$ cat src/rtl/flags_stack.sv
// Flag register with masked load and a small save/restore stack.
// Sticky overflow/underflow errors report misuse of push and pop.
module flags_stack #(
   parameter int WIDTH = 6,
   parameter int DEPTH = 4,
   localparam int CW = $clog2(DEPTH + 1)
) (
   input  logic             clk,
   input  logic             rst,
   input  logic [WIDTH-1:0] inp,
   input  logic [WIDTH-1:0] mask,
   input  logic             control,
   input  logic             push,
   input  logic             pop,
   input  logic             clr_err,
   output logic [WIDTH-1:0] out,
   output logic [CW-1:0]    count,
   output logic             full,
   output logic             empty,
   output logic             overflow,
   output logic             underflow
);

   logic [WIDTH-1:0] r_stack [DEPTH];
   logic [WIDTH-1:0] r_out;
   logic [CW-1:0]    r_count;
   logic             r_ovf;
   logic             r_unf;

   logic [WIDTH-1:0] w_top;
   logic [WIDTH-1:0] w_load;
   logic             w_full;
   logic             w_empty;
   logic             w_push_ok;
   logic             w_pop_ok;
   logic             w_pop_only;
   logic             w_swap;
   logic             w_ovf_evt;
   logic             w_unf_evt;

   assign w_full     = (r_count == CW'(DEPTH));
   assign w_empty    = (r_count == '0);
   assign w_push_ok  = push & ~pop & ~w_full;
   assign w_pop_ok   = pop & ~w_empty;
   assign w_pop_only = pop & ~push & ~w_empty;
   assign w_swap     = push & pop & ~w_empty;
   assign w_ovf_evt  = push & ~pop & w_full;
   assign w_unf_evt  = pop & w_empty;
   assign w_load     = (r_out & ~mask) | (inp & mask);

   // Read mux for the top entry, decoded from count to avoid index truncation.
   always_comb begin
      w_top = '0;
      for (int i = 0; i < DEPTH; i++) begin
         if (r_count == CW'(i + 1)) w_top = r_stack[i];
      end
   end

   always_ff @(posedge clk) begin
      for (int i = 0; i < DEPTH; i++) begin
         if (w_push_ok && r_count == CW'(i)) r_stack[i] <= r_out;
         if (w_swap && r_count == CW'(i + 1)) r_stack[i] <= r_out;
      end
   end

   always_ff @(posedge clk or posedge rst) begin
      if (rst) begin
         r_out   <= '0;
         r_count <= '0;
         r_ovf   <= 1'b0;
         r_unf   <= 1'b0;
      end else begin
         // A successful restore (pop or swap) overrides any load.
         if (w_pop_ok) r_out <= w_top;
         else if (control) r_out <= w_load;

         if (w_push_ok) r_count <= r_count + CW'(1);
         else if (w_pop_only) r_count <= r_count - CW'(1);

         if (w_ovf_evt) r_ovf <= 1'b1;
         else if (clr_err) r_ovf <= 1'b0;

         if (w_unf_evt) r_unf <= 1'b1;
         else if (clr_err) r_unf <= 1'b0;
      end
   end

   assign out       = r_out;
   assign count     = r_count;
   assign full      = w_full;
   assign empty     = w_empty;
   assign overflow  = r_ovf;
   assign underflow = r_unf;

endmodule
$ cat config.mk
export PLATFORM = sky130hd
export DESIGN_NAME = flags_stack
export DESIGN_NICKNAME = d
export VERILOG_FILES = /design/src/rtl/flags_stack.sv
export SDC_FILE = /design/constraint.sdc
export NUM_CORES = 1
export LEC_CHECK = 0
export CAP_MARGIN = 20
export CORE_MARGIN = 2
export CORE_UTILIZATION = 30
export DETAILED_ROUTE_END_ITERATION = 8
export GPL_TIMING_DRIVEN = 0
export MAX_ROUTING_LAYER = met4
export PLACE_DENSITY = 0.58
export SLEW_MARGIN = 20
export SYNTH_ARGS = -nofsm -noshare
export SYNTH_HDL_FRONTEND = slang
export SYNTH_SLANG_ARGS = --single-unit
$ cat constraint.sdc
create_clock -name clk -period 2.3 [get_ports clk]
set_input_delay 0.46 -clock clk [delete_from_list [all_inputs] [get_ports clk]]
set_output_delay 0.46 -clock clk [all_outputs]
set_load 0.01 [all_outputs]
==> impl_metrics.csv, run 1 <==
group,metric,value,unit
floorplan,effective_utilization_at_floorplan,0.314,
global_routing,met1_usage,0.175,
synthesis,synthDistinctLibCells,40,
cells_and_area,stdcell_count,251,
drt,vias_per_cell,5.02,
worst_setup_path,worstSetupStartpointType,"flop",
floorplan,dieHeight,80.4,um
sta,final-setup-viol-count,0,
sta,maxSlewViolCount,0,
global_routing,grt_antenna_before_repair,0,
sta,timing.clock.skew,5.89,ps
global_routing,gr-total-overflow,0,
sta,finalHoldViolCount,0,
global_routing,track_usage,0.149,
sta,final.period_utilization,0.954,
status,outcome,"finished clean",
sta,fmax,456,MHz
sta,fin_setup_tns,0,ps
worst_setup_path,cp-startpoint,"count[1]",
global_routing,grt_most_used_layer,"met2",
synthesis,synth_fp_nets,165,
synthesis,yosys_synthesis_warning_count,0,
cells_and_area,syn2layout_area_growth,30.3,%
worst_setup_path,ff2ff_path_depth,7,
placed_design,gp_routability_congestion,0.779,
clock_tree,tritoncts.num_buffers,5,
drt,post_drt_antenna_nets,0,
clock_tree,worst_setup_hold_path_clk_slew,70,ps
synthesis,synth_edf_count,24,
sta,finalWorstPathRequiredPeriod,2190,ps
synthesis,synthFlopType,"sky130_fd_sc_hd__edfxtp_1",
cells_and_area,post_route_cells_drive_above_1_share,0.173,
global_routing,grt_pass1_wl,6840,um
placed_design,dpl.hpwl,2730,um
sta,rsz0062_at_grt,"no",
worst_setup_path,timing.critical_path.required,1840,ps
clock_tree,clock_tree.buffer_depth,2,
synthesis,ys_async_sr_fraction,0.314,
global_routing,grt_util_met2,0.253,
cells_and_area,layout.filler_cells,520,
synthesis,ys_ff_latch,35,
worst_setup_path,worst-r2r-setup-slack,130,ps
placed_design,place_inst,241,
cells_and_area,finish.net_count,202,
floorplan,floorplan.die.width,80.4,um
synthesis,synth_largest_type_area_fraction,0.411,
drt,finalWirelength,4120,um
worst_setup_path,path_class,"reg2out",
sta,maxSlewHeadroom,0.650,
drt,drt-initial-drc-count,51,
clock_tree,cts_hold_buffers,0,
hold_path,min_delay_path_depth,2,
placed_design,place_area,0.00212,mm^2
global_routing,grt_max_degree,13,
drt,drcViolationCount,0,
sta,tightestPinTransition,525,ps
synthesis,synthesis.instances,141,
floorplan,standard_cell_core_area,0.00557,mm^2
power_and_ir_drop,cellPowerDensity,1200,mW/mm^2
clock_tree,root_buffer,"sky130_fd_sc_hd__clkbuf_8",
drt,drt_first_pass_iters,4,
synthesis,yosysSeqAreaShare,0.568,
synthesis,post-synth-top-area-cell,"sky130_fd_sc_hd__edfxtp_1",
worst_setup_path,critical_path.endpoint_type,"output pin",
job,max_cap_viol_count,0,
power_and_ir_drop,leakagePower,0.868,nW
worst_setup_path,worst_path_fanout_max,6,
synthesis,mappedNetlistArea,0.00175,mm^2
power_and_ir_drop,ir_drop,0.554,mV
worst_setup_path,arrival_worst_endpoint,1730,ps
clock_tree,cts_tree,"built",
cells_and_area,diodes_inserted,0,
global_routing,grt_use_met3,0.0404,
placed_design,portBuffers,28,
drt,drt-wirelength-per-cell,16.4,um
floorplan,io-pin-count,31,
synthesis,syn_area_per_cell,12.4,um^2
drt,num_vias,1259,
worst_setup_path,crit-reg2reg-launch,"count[2]",
synthesis,synth.area.top_cells,"sky130_fd_sc_hd__edfxtp_1 41%, sky130_fd_sc_hd__dfrtp_1 16%, sky130_fd_sc_hd__ha_1 4.3%, sky130_fd_sc_hd__mux2i_1 3.4%, sky130_fd_sc_hd__a221oi_1 3.0%",
cells_and_area,final_cell_area,0.00228,mm^2
clock_tree,cts_sink_count,35,
clock_tree,cts-htree-levels,2,
hold_path,min-delay-path-class,"in2reg",
global_routing,vias_in_the_first_global_route,1354,
floorplan,floorplan.die_area,0.00647,mm^2
power_and_ir_drop,power.total,2.74,mW
hold_path,min-delay-start,"push",
clock_tree,clk_latency,290,ps
floorplan,rows,27,
sta,final.hold.worst_slack,455,ps
==> synthesized netlist by cell type (2+ instances only) <==
library cell               count
sky130_fd_sc_hd__nand2_1      12
sky130_fd_sc_hd__a221oi_1      6
sky130_fd_sc_hd__nor3b_1       3
sky130_fd_sc_hd__inv_1         6
sky130_fd_sc_hd__buf_6         2
sky130_fd_sc_hd__ha_1          6
sky130_fd_sc_hd__mux2i_1       6
sky130_fd_sc_hd__xnor2_1       2
sky130_fd_sc_hd__buf_4         2
sky130_fd_sc_hd__and2_1        7
sky130_fd_sc_hd__o21ai_0       8
sky130_fd_sc_hd__edfxtp_1     24
sky130_fd_sc_hd__o22ai_1       6
sky130_fd_sc_hd__inv_2         2
sky130_fd_sc_hd__clkbuf_1      2
sky130_fd_sc_hd__a21oi_1       2
sky130_fd_sc_hd__o21ai_1       5
sky130_fd_sc_hd__buf_2         3
sky130_fd_sc_hd__a22o_1        6
sky130_fd_sc_hd__dfrtp_1      11
==> per-layer routing <==
metal,part of all wire,wire [um]
met1,0.42,1750
met2,0.51,2110
met3,0.048,197
met4,0.015,63
met5,0,0
==> path summary, 6_finish.rpt <==
check                                 to
setup / recovery                    full
min in group asynchronous       count[1]
hold reg to reg                underflow
hold / removal                  count[2]
setup reg to reg           r_stack[3][1]
max in group asynchronous      async pin
==> cell usage in the layout (no fill, tap or decap), types with 2 or more instances in the layout <==
cell / n
sky130_fd_sc_hd__xnor2_1: 2
sky130_fd_sc_hd__buf_6: 2
sky130_fd_sc_hd__o22ai_1: 6
sky130_fd_sc_hd__inv_2: 4
sky130_fd_sc_hd__a221oi_1: 6
sky130_fd_sc_hd__nand2_1: 12
sky130_fd_sc_hd__and2_1: 7
sky130_fd_sc_hd__clkbuf_8: 5
sky130_fd_sc_hd__o21ai_1: 5
sky130_fd_sc_hd__buf_2: 3
sky130_fd_sc_hd__clkdlybuf4s50_1: 28
sky130_fd_sc_hd__edfxtp_1: 24
sky130_fd_sc_hd__o21ai_0: 8
sky130_fd_sc_hd__mux2i_1: 6
sky130_fd_sc_hd__dfrtp_1: 11
sky130_fd_sc_hd__inv_1: 4
sky130_fd_sc_hd__nor3b_1: 3
sky130_fd_sc_hd__clkbuf_1: 2
sky130_fd_sc_hd__buf_4: 4
sky130_fd_sc_hd__a22o_1: 6
sky130_fd_sc_hd__ha_1: 5
==> per-stage QoR <==
stage	utilization	setup slack, ps
after floorplan	-	219
after global placement	0.381	-193
after detailed placement	0.381	-223
after CTS	0.407	33.8
after global routing	0.410	18.3
final	0.410	106
==> layout make-up <==
cell class	count	area (um^2)	share of cell area
clock buffers	5	68.8	0.0301
clock inverters	3	43.8	0.0192
repair buffers	30	295	0.129
flip-flops and latches	35	996	0.436
plain buffers	9	60.1	0.0263
well taps	72	90.1	0.0395
inverters	8	30.0	0.0132
multi-input cells	89	699	0.306
==> cell families after synthesis <==
| logic type | after synthesis | synth area share |
|---|---|---|
| flip-flops | 35 | 0.568 |
| buffers and inverters | 17 | 0.0514 |
| adder cells (fa/ha/maj) | 6 | 0.0428 |
| multiplexers | 7 | 0.0407 |
| XOR/XNOR | 3 | 0.0150 |
| AND/OR/NAND/NOR | 36 | 0.140 |
| AO/OA/AOI/OAI | 37 | 0.142 |
==> critical path, cell delays in order, from the launching register on <==
cell	delay, ps
sky130_fd_sc_hd__dfrtp_1	450
sky130_fd_sc_hd__inv_2	130
sky130_fd_sc_hd__ha_4	170
sky130_fd_sc_hd__and2_4	160
sky130_fd_sc_hd__clkdlybuf4s50_1	530
==> what timing repair did <==
action | in CTS | in global routing
buffers inserted | 0 | 2
gates cloned | 0 | 0
endpoints found under the setup margin | 20 | 20
pin swaps | 0 | 1
resized for setup | 6 | 3
==> where the power goes <==
part | switching [mW] | internal, mW | total [mW] | leakage (nW)
clock | 0.228 | 0.322 | 0.550 | 0.0581
sequential | 0.132 | 0.880 | 1.01 | 0.360
combinational | 0.601 | 0.577 | 1.18 | 0.450
total | 0.961 | 1.78 | 2.74 | 0.868
Note: power is estimated with default switching activity, not from simulation.
==> inputs of run 2 (changes only) <==
--- a/config.mk
+++ b/config.mk
@@ -5,10 +5,11 @@
 export SDC_FILE = /design/constraint.sdc
 export NUM_CORES = 1
 export LEC_CHECK = 0
-export CAP_MARGIN = 20
+export CAP_MARGIN = 30
 export CORE_MARGIN = 2
 export CORE_UTILIZATION = 30
 export DETAILED_ROUTE_END_ITERATION = 8
+export GPL_ROUTABILITY_DRIVEN = 1
 export GPL_TIMING_DRIVEN = 0
 export MAX_ROUTING_LAYER = met4
 export PLACE_DENSITY = 0.58
==> constraint.sdc (replaced) <==
create_clock -name clk -period 2.5 [get_ports clk]
set_input_delay 0.5 -clock clk [delete_from_list [all_inputs] [get_ports clk]]
set_output_delay 0.5 -clock clk [all_outputs]
set_load 0.01 [all_outputs]
==> run 2 against run 1 <==
Effect of this change:
- first-iteration DRC count rose by 71%
- combinational power is 11% lower
- sequential power down 8%
- count of clock-buffer cells in the layout is the same
- clock skew rose by 1.2 ps
- design area shrank 1.5%
- non-clock buffer count decreased by 2
- total power decreased by 9.6%
- largest cell class unchanged
==> impl_metrics.csv, run 2 (synthesis results as in run 1) <==
group,metric,value,unit
power_and_ir_drop,leakagePower,0.853,nW
sta,maxSlewHeadroom,0.577,
floorplan,standard_cell_core_area,0.00557,mm^2
clock_tree,cts_tree,"built",
worst_setup_path,r2r_end,"r_stack[3][3]",
sta,final.period_utilization,0.940,
floorplan,floorplan.die.width,80.4,um
job,max_cap_viol_count,0,
clock_tree,clock_tree.buffer_depth,2,
drt,finalWirelength,4100,um
worst_setup_path,timing.critical_path.required,2000,ps
clock_tree,cts-htree-levels,2,
global_routing,grt_most_used_layer,"met2",
cells_and_area,post_route_cells_drive_above_1_share,0.147,
cells_and_area,layout_common_cells,"28 x sky130_fd_sc_hd__clkdlybuf4s50_1, 24 x sky130_fd_sc_hd__edfxtp_1, 12 x sky130_fd_sc_hd__nand2_1",
cells_and_area,diodes_inserted,0,
sta,final-setup-viol-count,0,
sta,finalHoldViolCount,0,
drt,num_vias,1253,
global_routing,grt_max_degree,13,
cells_and_area,finish.net_count,200,
worst_setup_path,cp-startpoint,"count[1]",
sta,finalWorstPathRequiredPeriod,2350,ps
cells_and_area,syn2layout_area_growth,28.3,%
floorplan,rows,27,
drt,vias_per_cell,5.03,
floorplan,floorplan.die_area,0.00647,mm^2
worst_setup_path,critical_path.endpoint_type,"output pin",
clock_tree,cts_sink_count,35,
cells_and_area,register_area,996,um^2
sta,fmax,426,MHz
worst_setup_path,worst_path_fanout_max,6,
global_routing,grt_use_met3,0.0404,
global_routing,gr-total-overflow,0,
global_routing,grt_pass1_wl,6770,um
worst_setup_path,worstSetupStartpointType,"flop",
hold_path,min_delay_path_depth,2,
sta,rsz0062_at_grt,"no",
clock_tree,worst_setup_hold_path_clk_slew,80,ps
drt,drt_first_pass_iters,4,
global_routing,vias_in_the_first_global_route,1349,
hold_path,timing.hold.worst_endpoint,"count[2]",
drt,post_drt_antenna_nets,0,
sta,final.hold.worst_slack,492,ps
status,outcome,"finished clean",
global_routing,grt_antenna_before_repair,0,
clock_tree,root_buffer,"sky130_fd_sc_hd__clkbuf_8",
placed_design,gp_routability_congestion,0.779,
global_routing,met1_usage,0.172,
worst_setup_path,path_class,"reg2out",
floorplan,effective_utilization_at_floorplan,0.314,
hold_path,min-delay-start,"push",
global_routing,track_usage,0.148,
floorplan,dieHeight,80.4,um
cells_and_area,final_common_cell,"sky130_fd_sc_hd__clkdlybuf4s50_1",
sta,maxSlewViolCount,0,
global_routing,grt_util_met2,0.251,
worst_setup_path,arrival_worst_endpoint,1850,ps
floorplan,io-pin-count,31,
sta,tightestPinTransition,633,ps
cells_and_area,multi_input_comb_area,679,um^2
power_and_ir_drop,ir_drop,0.497,mV
hold_path,min-delay-path-class,"in2reg",
drt,drt-initial-drc-count,87,
drt,drcViolationCount,0,
drt,drt-wirelength-per-cell,16.5,um
sta,timing.clock.skew,7.07,ps
clock_tree,tritoncts.num_buffers,5,
worst_setup_path,crit-reg2reg-launch,"count[2]",
worst_setup_path,worst-r2r-setup-slack,180,ps
placed_design,dpl.hpwl,2730,um
power_and_ir_drop,power.total,2.48,mW
worst_setup_path,ff2ff_path_depth,6,
clock_tree,clk_latency,290,ps
power_and_ir_drop,cellPowerDensity,1100,mW/mm^2
placed_design,portBuffers,28,
cells_and_area,layout.filler_cells,522,
-- run 2: cell count changes in the layout (fill, tap and decap cells not counted) --
| cell | delta |
|---|---|
| sky130_fd_sc_hd__a21boi_4 | -1 |
| sky130_fd_sc_hd__ha_4 | -1 |
| sky130_fd_sc_hd__inv_1 | +2 |
| sky130_fd_sc_hd__nor2b_2 | -1 |
| sky130_fd_sc_hd__nor2b_1 | +1 |
| sky130_fd_sc_hd__buf_4 | -2 |
| sky130_fd_sc_hd__ha_2 | +1 |
| sky130_fd_sc_hd__inv_2 | -2 |
| sky130_fd_sc_hd__a21boi_2 | +1 |
-- run 2: how the worst max path moves through the flow --
stage / slack [ps] / depth (start not counted) / end
floorplan: 420 / 6 / r_stack[3][0]
global placement: 7 / 6 / r_stack[3][4]
detailed placement: -20 / 6 / r_stack[3][4]
CTS: 50 / 6 / r_stack[0][1]
global route: 50 / 6 / r_stack[3][3]
finish: 150 / 4 / full
-- run 2: worst max-delay path, stage by stage, from the launching register on --
cell and delay, ps:
sky130_fd_sc_hd__dfrtp_1 450, sky130_fd_sc_hd__inv_1 150, sky130_fd_sc_hd__ha_2 260, sky130_fd_sc_hd__and2_4 170, sky130_fd_sc_hd__clkdlybuf4s50_1 530
-- run 2: per-stage QoR --
step                setup TNS (ps)   util  worst slack (ps)  std cells  area (um^2)
floorplan                        0      -               419        141         1750
global placement                 0  0.381              7.00        241         2120
detailed placement            -139  0.381             -23.5        241         2120
CTS                              0  0.402              52.2        249         2240
global route                     0  0.403              50.4        249         2250
finish                           0  0.403               151        249         2250
-- run 2: layout make-up --
type,count,area share
timing repair buffer,28,0.125
clock buffer,5,0.0306
clock inverter,3,0.0195
sequential,35,0.443
tap,72,0.0401
multi-input combinational,89,0.302
inverter,8,0.0134
buffer,9,0.0267
-- run 2: what timing repair did --
item                                    CTS  global route
endpoints found under the setup margin    6            13
gates resized for setup                   1             3
hold buffers                              0             0
setup buffers                             0             0
-- run 2: routing by layer --
metal  vias up  routed length (um)  share of wire
li1        596                   -              -
met1       608                1680           0.41
met2        43                2090           0.51
met3         6                 270          0.066
met4         0                  57          0.014
met5         -                   0              0
-- run 2: power breakdown --
part | internal (mW) | total, mW | switching, mW | leakage, nW
clock | 0.297 | 0.505 | 0.208 | 0.0581
combinational | 0.506 | 1.05 | 0.540 | 0.435
sequential | 0.810 | 0.928 | 0.118 | 0.360
total | 1.61 | 2.48 | 0.866 | 0.853
==> inputs of run 3 (changes only) <==
--- a/config.mk
+++ b/config.mk
@@ -8,6 +8,7 @@
 export CAP_MARGIN = 30
 export CORE_MARGIN = 2
 export CORE_UTILIZATION = 30
+export CTS_CLUSTER_SIZE = 24
 export DETAILED_ROUTE_END_ITERATION = 8
 export GPL_ROUTABILITY_DRIVEN = 1
 export GPL_TIMING_DRIVEN = 0
==> results of run 3 <==
Final layout, timing and power as in run 2 (identical DEF).
==> RTL edit 1, RTL diff (settings of run 1) <==
Change the parameter `DEPTH` from 4 to 16.
--- a/src/rtl/flags_stack.sv
+++ b/src/rtl/flags_stack.sv
@@ -2,7 +2,7 @@
 // Sticky overflow/underflow errors report misuse of push and pop.
 module flags_stack #(
    parameter int WIDTH = 6,
-   parameter int DEPTH = 4,
+   parameter int DEPTH = 16,
    localparam int CW = $clog2(DEPTH + 1)
 ) (
    input  logic             clk,
Ports: changed (resized count); port bits go from 31 to 33. No check against the original RTL was run, so the function may have changed too.
==> RTL edit 1 against run 1 <==
- synthesized cell count rose to 3.0 times the old value
- worst setup slack lost 0.099 ns
- sequential power rose to 3.1 times the old value
- routed wire length increased to 3.8 times the old value
- count of clock-buffer cells in the layout rose by 5
- sequential cell count up 74
- total power increased to 3.1 times the old value
- via count rose to 3.1 times the old value
- core utilization decreased by 0.95 points
- design area increased to 3.0 times the old value
- synthesized area rose to 3.0 times the old value
==> RTL edit 1: results (changes against run 1) <==
[outcome]
status = finished, final reports clean

[clocking]
cts_root_buf = clkbuf_16
cts_buffers = 9  ; +4
insertion_delay_ns = 0.37  ; +0.08 ns
ctsHtreeMaxLevel = 3  ; +1

[yosys]
yosys-top-cells-area = edfxtp_1 (54%), dfrtp_1 (6.1%), nand2_1 (2.0%)
avgSynthCellArea_um2 = 12.7  ; +2.5%
synthTopCellsByCount = edfxtp_1 (96), nand2_1 (28), o21ai_0 (19)
synth_edf_count = 96  ; +300%
yosys_most_used_dff = edfxtp_1
synth_fp_nets = 440  ; +170%
async_reset_ff_frac = 0.119  ; -0.195
synth_seq_area_share = 0.605  ; +0.0371
yosysUniqueCellTypes = 76  ; +90%

[critical_path]
path_max_fanout = 10  ; +4
timing.rr.start = count[1]
critical_path_class = flop to flop
rrSetupSlack_ns = 0.007  ; -0.12 ns
critPathLaunchType = flop
crit_arrival_ns = 2.54  ; +0.81 ns
r2r_cells = 9  ; +2

[route]
final_antenna_net_count = 0  ; unchanged
wl_per_cell_um = 21.9  ; +33%
dr.first_iter.drc_count = 398  ; +680%
drt-pass1-iter-count = 5  ; +1
vias_per_cell = 5.51  ; +9.8%

[worst_hold_path]
hp-class = input port to async pin

[place]
place_hpwl_mm = 10.2  ; +270%
globalplace.congestion = 0.947  ; +22%
dp_cells = 673  ; +180%
portBuffers = 32  ; +14%

[sta]
clock_skew_ns = 0.00857  ; +0.00268 ns
worst_slew_pin_slew_ns = 0.610  ; +0.0853 ns

[global_routing]
grt_pass1_vias = 3916  ; +190%
grt_pass1_wl_mm = 23.9  ; +250%
grt_max_degree = 19  ; +6
track_usage = 0.180  ; +0.0314

[pwr]
p_leak_nw = 2.29  ; +160%
ir_drop_v = 0.000590  ; +6.7%

[cells_and_area]
post_route_cells_drive_above_1_share = 0.298  ; +0.125
finalNonFillerCells = 708  ; +180%
layout.nets = 502  ; +150%

## RTL edit 1: cell count changes after synthesis, moves of 7 or more
cell / before / now
nor2b_1: 1 / 13
o21ai_0: 8 / 19
a31oi_1: 1 / 8
nand2_1: 12 / 28
nand3_1: 1 / 11
buf_2: 3 / 10
edfxtp_1: 24 / 96
inv_1: 6 / 15
o22ai_1: 6 / 14
nor2_1: 1 / 12
clkbuf_1: 2 / 11
nor3_1: 0 / 8
a21oi_1: 2 / 18
## RTL edit 1: layer usage
metal  routed length, µm  track usage  vias up
met5                   0            -        -
met4                 359       0.0636        0
met3                 980       0.0396       26
met2                7040        0.258      135
met1                7090        0.253     1974
li1                    -            -     1763
## RTL edit 1: how the worst min path moves through the flow
stage | to | cells past startpoint | slack, ns
floorplan | async pin | 1 | 0.34
global placement | overflow | 2 | 0.52
detailed placement | underflow | 2 | 0.52
CTS | async pin | 2 | 0.48
global route | underflow | 2 | 0.51
finish | async pin | 2 | 0.47
## RTL edit 1: worst max-delay path, cell delays in order, from the launching register on
cell and delay (ns):
dfrtp_2 0.46, buf_4 0.15, ha_1 0.18, buf_4 0.18, buf_6 0.15, buf_4 0.18
a221oi_1 0.31, o21ai_1 0.17, a31oi_2 0.30, a211oi_2 0.11
## RTL edit 1: layout make-up
type | count | area [µm²]
fill | 1630 | 10400
sequential | 109 | 3220
multi-input combinational | 258 | 2230
timing repair buffer | 55 | 487
tap | 225 | 282
buffer | 28 | 275
clock buffer | 10 | 239
clock inverter | 6 | 110
inverter | 17 | 77.6
## RTL edit 1: timing repair
item,CTS,global route
gates resized for setup,99,29
gates cloned,0,0
setup buffers,17,6
pin swaps,10,11
setup endpoints to repair,110,106
## RTL edit 1: cell families (layout without fill, tap and decap cells)
| kind of cell | Yosys count | after routing | share of synthesized area |
|---|---|---|---|
| compound gates | 118 | 118 | 0.158 |
| xor+xnor | 4 | 4 | 0.00661 |
| mux | 3 | 3 | 0.00567 |
| simple gates | 127 | 127 | 0.164 |
| fa+ha+maj | 6 | 6 | 0.0142 |
| flops | 109 | 109 | 0.605 |
| buf+inv | 49 | 116 | 0.0470 |
## RTL edit 1: report_power, final
part | switching, mW | internal [mW] | total [mW]
Sequential | 0.483 | 2.62 | 3.10
Clock | 0.728 | 1.09 | 1.82
Combinational | 1.96 | 1.56 | 3.51
Total | 3.17 | 5.26 | 8.44
## RTL edit 1: through the flow
step                setup WS [ns]  area, µm²   util
CTS                       -0.0233       6800  0.393
global route              -0.0410       6920  0.400
detailed placement         -0.679       5930  0.343
global placement           -0.634       5930  0.343
floorplan                 -0.0302       5330      -
finish                    0.00723       6920  0.400
==> RTL edit 2, RTL diff (config.mk and constraints of run 1) <==
Without the edit above. Register the output `count` once more, cleared by the reset; this adds one clock of latency there. The other outputs are not delayed to match.
--- a/src/rtl/flags_stack.sv
+++ b/src/rtl/flags_stack.sv
@@ -86,7 +86,13 @@
    end
 
    assign out       = r_out;
-   assign count     = r_count;
+   always_ff @(posedge clk or posedge rst) begin
+      if (rst) begin
+         count <= '0;
+      end else begin
+         count <= r_count;
+      end
+   end
    assign full      = w_full;
    assign empty     = w_empty;
    assign overflow  = r_ovf;
Function: changed (a bounded check fails within 4 cycles, from zero or initial values and one cycle with rst high).
==> RTL edit 2 against run 1 <==
- sequential cell count grew 3
- clock skew shrank 0.0018 ns
- synthesized area grew 4.3%
- design area grew 3.6%
- worst setup slack gained 0.00068 ns
- routed wire length shrank 3.2%
- total power grew 6.6%
- sequential power grew 8%
- largest power group unchanged
==> RTL edit 2: results (changes against run 1) <==
[outcome]
status = finished, final reports clean

[pwr]
share_comb_of_total_power = 0.396  ; -0.034
power.net_switching_uw = 965  ; +0.38%
p_leak_nw = 0.899  ; +3.6%
ir_drop_v = 0.000440  ; -21%

[global_routing]
met1_usage = 0.175  ; +0.000246
met2_usage = 0.219  ; -0.0338
gr-usage-met3 = 0.0330  ; -0.00748
grt_max_degree = 15  ; +2
track_usage = 0.138  ; -0.0114
grt_pass1_vias = 1238  ; -8.6%
grt_pass1_wl_mm = 6.50  ; -5.0%

[critical_path]
startpoint = r_count[1]
r2r_end = r_stack[3][0]

[route]
vias = 1282  ; +1.8%
dr.first_iter.drc_count = 69  ; +35%
wl_per_cell_um = 15.6  ; -4.7%
routed_wl_mm = 3.99  ; -3.2%

[sta]
worst_slew_pin_slew_ns = 0.601  ; +0.0760 ns
period_share = 0.953  ; about the same
hold_slack_ns = 0.450  ; -0.00458 ns

[place]
preCtsSetupSlack_ns = -0.165  ; +0.0582 ns
dp_cells = 247  ; +2.5%
globalplace.congestion = 0.796  ; +2.1%
place_hpwl_mm = 2.66  ; -2.8%

[yosys]
synth_seq_area_share = 0.586  ; +0.0177
async_reset_ff_frac = 0.368  ; +0.0541
syn_inst = 144  ; +2.1%

[clocking]
ctsResizeCount = 4  ; -2

[cells_and_area]
layout.nets = 203  ; +0.50%
post_route_cells_drive_above_1_share = 0.150  ; -0.0232

[worst_hold_path]
hold_end = overflow

[RTL edit 2: cell types whose count changed in the layout (fill, tap and decap cells not counted)]
| cell | change |
|---|---|
| dfrtp_1 | +3 |
| buf_4 | -2 |
| bufinv_16 | +1 |
| clkinv_1 | +1 |
| clkinv_2 | -1 |
| clkinv_4 | -1 |
| nor2b_1 | +1 |
| nor2b_2 | -1 |
[RTL edit 2: final cells by class]
cell class,instances,area (µm²),area share
timing repair buffer,28,280,0.119
tap,75,93.8,0.0397
buffer,9,60.1,0.0254
clock inverter,3,63.8,0.0270
sequential,38,1070,0.453
multi-input combinational,89,697,0.295
inverter,8,30.0,0.0127
clock buffer,5,68.8,0.0291
[RTL edit 2: cells by family (layout without fill, tap and decap cells)]
| family | after synthesis | count (layout) | share of synthesized area |
|---|---|---|---|
| flops | 38 | 38 | 0.586 |
| mux | 7 | 7 | 0.0390 |
| simple gates | 36 | 36 | 0.134 |
| xor+xnor | 3 | 3 | 0.0144 |
| buf+inv | 17 | 53 | 0.0493 |
| compound gates | 37 | 37 | 0.136 |
| fa+ha+maj | 6 | 6 | 0.0411 |
[RTL edit 2: worst max-delay path, delay by kind of cell (launching register included)]
family                   cells  cell delay, ns
adder cells (fa/ha/maj)      1            0.17
buffers and inverters        2            0.66
flip-flops                   1            0.45
AND/OR/NAND/NOR              1            0.16
[RTL edit 2: through the flow]
| stage | power (mW) | util | cell area (µm²) |
|---|---|---|---|
| 2_1_floorplan | 1.79 | - | 1830 |
| 3_3_place_gp | 2.22 | 0.372 | 2200 |
| 3_5_place_dp | 2.23 | 0.372 | 2200 |
| 4_1_cts | 2.94 | 0.398 | 2350 |
| 5_1_grt | 3.13 | 0.399 | 2360 |
| 6_report | 2.92 | 0.399 | 2360 |
